## src/rtl/ahb_sram_sub.sv

```systemverilog
// AHB-Lite subordinate backed by a word-organised register memory.
// Programmable wait states, byte/half/word access, two-cycle ERROR for illegal transfers.
module ahb_sram_sub #(
    parameter int ADDR_WIDTH  = 8,
    parameter int WAIT_STATES = 0
) (
    input  logic                  ACLK,
    input  logic                  ARESET,
    input  logic                  HSEL,
    input  logic [ADDR_WIDTH-1:0] HADDR,
    input  logic [1:0]            HTRANS,
    input  logic                  HWRITE,
    input  logic [2:0]            HSIZE,
    input  logic [2:0]            HBURST,
    input  logic [31:0]           HWDATA,
    input  logic                  HREADY,
    output logic                  HREADYOUT,
    output logic                  HRESP,
    output logic [31:0]           HRDATA
);
    localparam int         DEPTH  = 2 ** (ADDR_WIDTH - 2);
    localparam logic [3:0] LP_CNT = 4'((WAIT_STATES > 0) ? WAIT_STATES - 1 : 0);

    typedef enum logic [1:0] {S_IDLE, S_WAIT, S_ERR1, S_ERR2} state_t;

    state_t                r_state;
    logic [3:0]            r_cnt;
    logic                  r_hreadyout;
    logic                  r_hresp;
    logic                  r_dp_valid;
    logic                  r_dp_write;
    logic [1:0]            r_dp_size;
    logic [ADDR_WIDTH-1:0] r_dp_addr;
    logic [31:0]           r_mem [DEPTH];

    logic                  w_accept;
    logic                  w_illegal;
    logic                  w_complete;
    logic                  w_commit;
    logic [3:0]            w_be;
    logic [ADDR_WIDTH-3:0] w_waddr;
    wire                   w_unused_burst = ^HBURST;

    // Only sample a new address phase when our own previous data phase is not stalling.
    assign w_accept   = HSEL && HREADY && HTRANS[1] && r_hreadyout;
    assign w_illegal  = HSIZE[2] || (HSIZE[1:0] == 2'b11) ||
                        ((HSIZE[1:0] == 2'b01) && HADDR[0]) ||
                        ((HSIZE[1:0] == 2'b10) && (HADDR[1:0] != 2'b00));
    assign w_complete = (r_state == S_IDLE) && r_dp_valid && HREADY;
    assign w_commit   = w_complete && r_dp_write;
    assign w_waddr    = r_dp_addr[ADDR_WIDTH-1:2];

    always_comb begin
        w_be = 4'b0000;
        case (r_dp_size)
            2'd0:    w_be = 4'b0001 << r_dp_addr[1:0];
            2'd1:    w_be = r_dp_addr[1] ? 4'b1100 : 4'b0011;
            default: w_be = 4'b1111;
        endcase
    end

    always_ff @(posedge ACLK or posedge ARESET) begin
        if (ARESET) begin
            r_state     <= S_IDLE;
            r_cnt       <= 4'd0;
            r_hreadyout <= 1'b1;
            r_hresp     <= 1'b0;
            r_dp_valid  <= 1'b0;
            r_dp_write  <= 1'b0;
            r_dp_size   <= 2'd0;
            r_dp_addr   <= '0;
        end else begin
            if (w_complete) r_dp_valid <= 1'b0;
            case (r_state)
                S_IDLE, S_ERR2: begin
                    if (r_state == S_ERR2) begin
                        r_state <= S_IDLE;
                        r_hresp <= 1'b0;
                    end
                    if (w_accept) begin
                        r_dp_write <= HWRITE;
                        r_dp_size  <= HSIZE[1:0];
                        r_dp_addr  <= HADDR;
                        if (w_illegal) begin
                            r_state     <= S_ERR1;
                            r_hreadyout <= 1'b0;
                            r_hresp     <= 1'b1;
                        end else begin
                            r_dp_valid <= 1'b1;
                            if (WAIT_STATES > 0) begin
                                r_state     <= S_WAIT;
                                r_cnt       <= LP_CNT;
                                r_hreadyout <= 1'b0;
                            end
                        end
                    end
                end
                S_WAIT: begin
                    if (r_cnt == 4'd0) begin
                        r_state     <= S_IDLE;
                        r_hreadyout <= 1'b1;
                    end else begin
                        r_cnt <= r_cnt - 4'd1;
                    end
                end
                S_ERR1: begin
                    r_state     <= S_ERR2;
                    r_hreadyout <= 1'b1;
                end
                default: r_state <= S_IDLE;
            endcase
        end
    end

    // Write lands at the completing edge, so a read accepted on that edge sees it.
    always_ff @(posedge ACLK or posedge ARESET) begin
        if (ARESET) begin
            for (int i = 0; i < DEPTH; i++) r_mem[i] <= '0;
        end else if (w_commit) begin
            for (int b = 0; b < 4; b++)
                if (w_be[b]) r_mem[w_waddr][8*b +: 8] <= HWDATA[8*b +: 8];
        end
    end

    assign HREADYOUT = r_hreadyout;
    assign HRESP     = r_hresp;
    assign HRDATA    = (r_dp_valid && !r_dp_write) ? r_mem[w_waddr] : 32'd0;

endmodule

```

## config.mk

```make
export PLATFORM = sky130hd
export DESIGN_NAME = ahb_sram_sub
export DESIGN_NICKNAME = d
export VERILOG_FILES = /design/src/rtl/ahb_sram_sub.sv
export SDC_FILE = /design/constraint.sdc
export NUM_CORES = 2
export LEC_CHECK = 0
export CORE_UTILIZATION = 55
export CTS_BUF_LIST = sky130_fd_sc_hd__clkbuf_2 sky130_fd_sc_hd__clkbuf_4 sky130_fd_sc_hd__clkbuf_8
export DETAILED_ROUTE_END_ITERATION = 10
export PLACE_DENSITY = 0.69
export SLEW_MARGIN = 20
export SYNTH_ARGS = -nofsm -noshare
export SYNTH_HDL_FRONTEND = slang
export SYNTH_SLANG_ARGS = --single-unit
export TNS_END_PERCENT = 20
```

## constraint.sdc

```tcl
create_clock -name ACLK -period 170.8 [get_ports ACLK]
set_input_delay 34.16 -clock ACLK [delete_from_list [all_inputs] [get_ports ACLK]]
set_output_delay 34.16 -clock ACLK [all_outputs]
set_load 0.005 [all_outputs]
```

==> results.json <==
{
  "numCtsBuffers": 356,
  "hold_buffers": 0,
  "maxCapViolCount": 0,
  "switchingPower_uw": 406.4,
  "critPathTopFamily": "buffers and inverters",
  "worstHoldPathType": "flop to flop",
  "drt-total-wl_um": 261300,
  "power_density_nw_per_um2": 11.71,
  "syn_area_um2": 96400,
  "p_clk_share_pct": 37.8,
  "track_usage_pct": 30.03,
  "initial_core_util_pct": 55.40,
  "antenna_left": 0,
  "cts-htree-levels": 5,
  "pin_count": 87,
  "place_congestion": 0.8279,
  "synth_edf_count": 0,
  "async_flop_share_pct": 100.0,
  "r2r_slack_ns": 165.23,
  "synth_flop_cell": "dfrtp_1",
  "ys_ff_latch": 2068,
  "die_x_um": 420.7,
  "final-max-slew-violation-count": 0,
  "peakVddDrop_mv": 0.01252,
  "synthCells": 6803,
  "fill_cells": 13380,
  "std_cell_rows": 153,
  "finalSetupTns_ns": 0,
  "seqPwrFrac_pct": 41.2,
  "die_area_um2": 177000,
  "max_freq_ghz": 0.02443,
  "antenna_found_initial": 16,
  "hpwl_um": 156300,
  "cts_buffer_depth": 4,
  "status": "completed",
  "critical_path_depth": 8,
  "crit_slowest_cell": "a31oi_1",
  "cts_root_buffer": "clkbuf_8",
  "final_nets": 6839,
  "period_share_pct": 23.96,
  "ff2ff_path_depth": 8,
  "setup_violations": 0,
  "cts_tree": "built",
  "wl_per_cell_um": 27.90,
  "crit_fanout": 202,
  "pwr-share-comb_pct": 21.0,
  "vias_per_cell": 6.432,
  "clk_latency_ns": 1.05,
  "cpPeakStageDelay_ns": 0.92,
  "ys_seq_area_share_pct": 53.68,
  "worstPathCellList": "buf_12, nor3b_4, buf_4, a22oi_1, a41oi_1, nor3_1, a31oi_1, clkdlybuf4s50_1",
  "r2r_end": "r_mem[330]",
  "path_clk_slew_ns": 0.06,
  "drive_gt1_share_pct": 47.28,
  "regArea_um2": 51760,
  "drtPass1Iterations": 5,
  "dr_total_vias": 60240,
  "post_cts_buffers": 0,
  "drc": 0,
  "syn_nets": 6861,
  "clock_skew_ns": 0.05483,
  "synth-warning-count": 0,
  "rsz0062_at_grt": "false",
  "drt_iter0_markers": 4623,
  "synth.avg_cell_area_um2": 14.17,
  "crit_start": "r_dp_addr[3]",
  "crit_arrival_ns": 6.77,
  "critPathRequiredTime_ns": 136.64,
  "area_delta_synth_final_pct": 9.773,
  "cp-end-kind": "output port",
  "overflow": 0,
  "yosysUniqueCellTypes": 76,
  "relSlewSlack_pct": 16.79,
  "hold_viol_final": 0,
  "grt_max_degree": 203,
  "critPathLaunchType": "flop",
  "crit-reg2reg-launch": "r_dp_addr[2]",
  "intPower_uw": 832.4,
  "critPathKind": "flop to output port",
  "worst-path-buf-inv": 3,
  "grt_pass1_wl_um": 399000,
  "die_y_um": 420.7,
  "min_period_ns": 40.93,
  "final_core_util_pct": 60.81,
  "worst_pin_slew_ns": 1.217,
  "port_buffers": 82,
  "core_um2": 174000,
  "grt_pass1_vias": 62400,
  "switching_share_pct": 32.80,
  "endpoint": "HRDATA[9]",
  "multi_input_area_um2": 41860,
  "cts_sinks": 2068,
  "leakage_uw": 0.05028,
  "cts-resized-gates": 0
}
how the worst min path moves through the flow:
stage                     start           to  cells after the start
finish              r_mem[1895]  r_mem[1895]                      1
floorplan           r_mem[1879]  r_mem[1879]                      1
detailed placement  r_mem[1889]  r_mem[1889]                      1
CTS                 r_mem[1889]  r_mem[1889]                      1
global route        r_mem[1892]  r_mem[1892]                      1
global placement    r_mem[1888]  r_mem[1888]                      1
cell usage in the layout, fill, tap and decap left out, types with 12 or more instances in the layout:
| cell | n |
|---|---|
| a2111oi_0 | 50 |
| a21oi_1 | 263 |
| a221o_1 | 29 |
| a22o_1 | 86 |
| a22oi_1 | 265 |
| a31oi_1 | 32 |
| buf_2 | 30 |
| buf_4 | 125 |
| clkbuf_4 | 128 |
| clkbuf_8 | 452 |
| clkdlybuf4s50_1 | 50 |
| clkinv_2 | 20 |
| dfrtp_1 | 2064 |
| mux2_2 | 2047 |
| mux2i_1 | 118 |
| mux4_2 | 210 |
| nand2_1 | 99 |
| nand3_1 | 141 |
| nand3_2 | 42 |
| nand3b_1 | 231 |
| nand4_1 | 30 |
| nor2_2 | 36 |
| nor2_4 | 12 |
| nor3_2 | 24 |
| nor3_4 | 60 |
| o21ai_0 | 42 |
| o22ai_1 | 59 |
| o41a_1 | 28 |
| or3_1 | 28 |
| or3b_2 | 58 |
worst reg2reg max path, cell delays in order (launching register included):
cell and delay [ns]:
dfrtp_4 0.56, buf_4 0.83, nor2b_4 0.94, buf_4 0.77, nand2_2 0.60, buf_4 0.42, nor2_1 0.46, nand2_1 0.44
mux2_2 0.43
layout make-up:
type	count	share of cell area (%)
antenna	7	0.01655
clock buffer	580	6.787
clock inverter	30	0.2412
inverter	12	0.05439
multi-input combinational	4126	39.55
sequential	2068	48.91
tap	2325	2.749
timing repair buffer	217	1.686
synthesized netlist by cell type, drive strengths merged (88+ instances only):
cell type | count | area (um2)
clkbuf | 317 | 1194
nor3 | 88 | 1230
a22oi | 275 | 2115
mux2 | 2056 | 23150
buf | 280 | 1709
nand2 | 108 | 427.9
dfrtp | 2067 | 51720
nand3b | 231 | 1734
a21oi | 265 | 1326
mux2i | 118 | 1181
mux4 | 212 | 4782
nand3 | 183 | 1126
state kept, by name, summed over array words and instances (netlist names):
register and flops:
r_state 2, r_cnt 4, r_dp_addr 8, HREADYOUT 1, r_dp_size 2, HRESP 1
r_mem 2048, r_dp_valid 1, r_dp_write 1
through the flow:
| step | total power [uW] | worst slack (ns) | instance area, um2 | hold slack [ns] | instances |
|---|---|---|---|---|---|
| floorplan | 695.1 | 78.23 | 96400 | 0.4585 | 6803 |
| global placement | 774.1 | 130.99 | 98300 | 0.4683 | 8747 |
| detailed placement | 776.3 | 130.93 | 98310 | 0.4753 | 8747 |
| CTS | 1245 | 129.79 | 105700 | 0.4878 | 9357 |
| global route | 1280 | 129.63 | 105800 | 0.5005 | 9363 |
| finish | 1239 | 129.87 | 105800 | 0.4866 | 9365 |
logic make-up after synthesis:
logic type      share of synthesized area [%]
simple gates                            6.434
mux                                     30.20
xor+xnor                              0.01817
buf+inv                                 3.058
compound gates                          6.541
flops                                   53.68
fa+ha+maj                             0.06489
metal layers:
layer	track usage, %	vias to the layer above	share of wire (%)
met3	5.507	490	6.2
li1	-	25520	-
met4	11.44	4	3.5
met1	42.93	32370	44
met2	45.74	1846	46
met5	0	-	0.0092
power by group through the flow:
stage	logic (uW)	registers [uW]	clock network [uW]
finish	260	510	469
global route	271	511	499
detailed placement	258	518	0
global placement	256	518	0
floorplan	181	514	0
CTS	258	510	477
(Power assumes the default switching activity.)
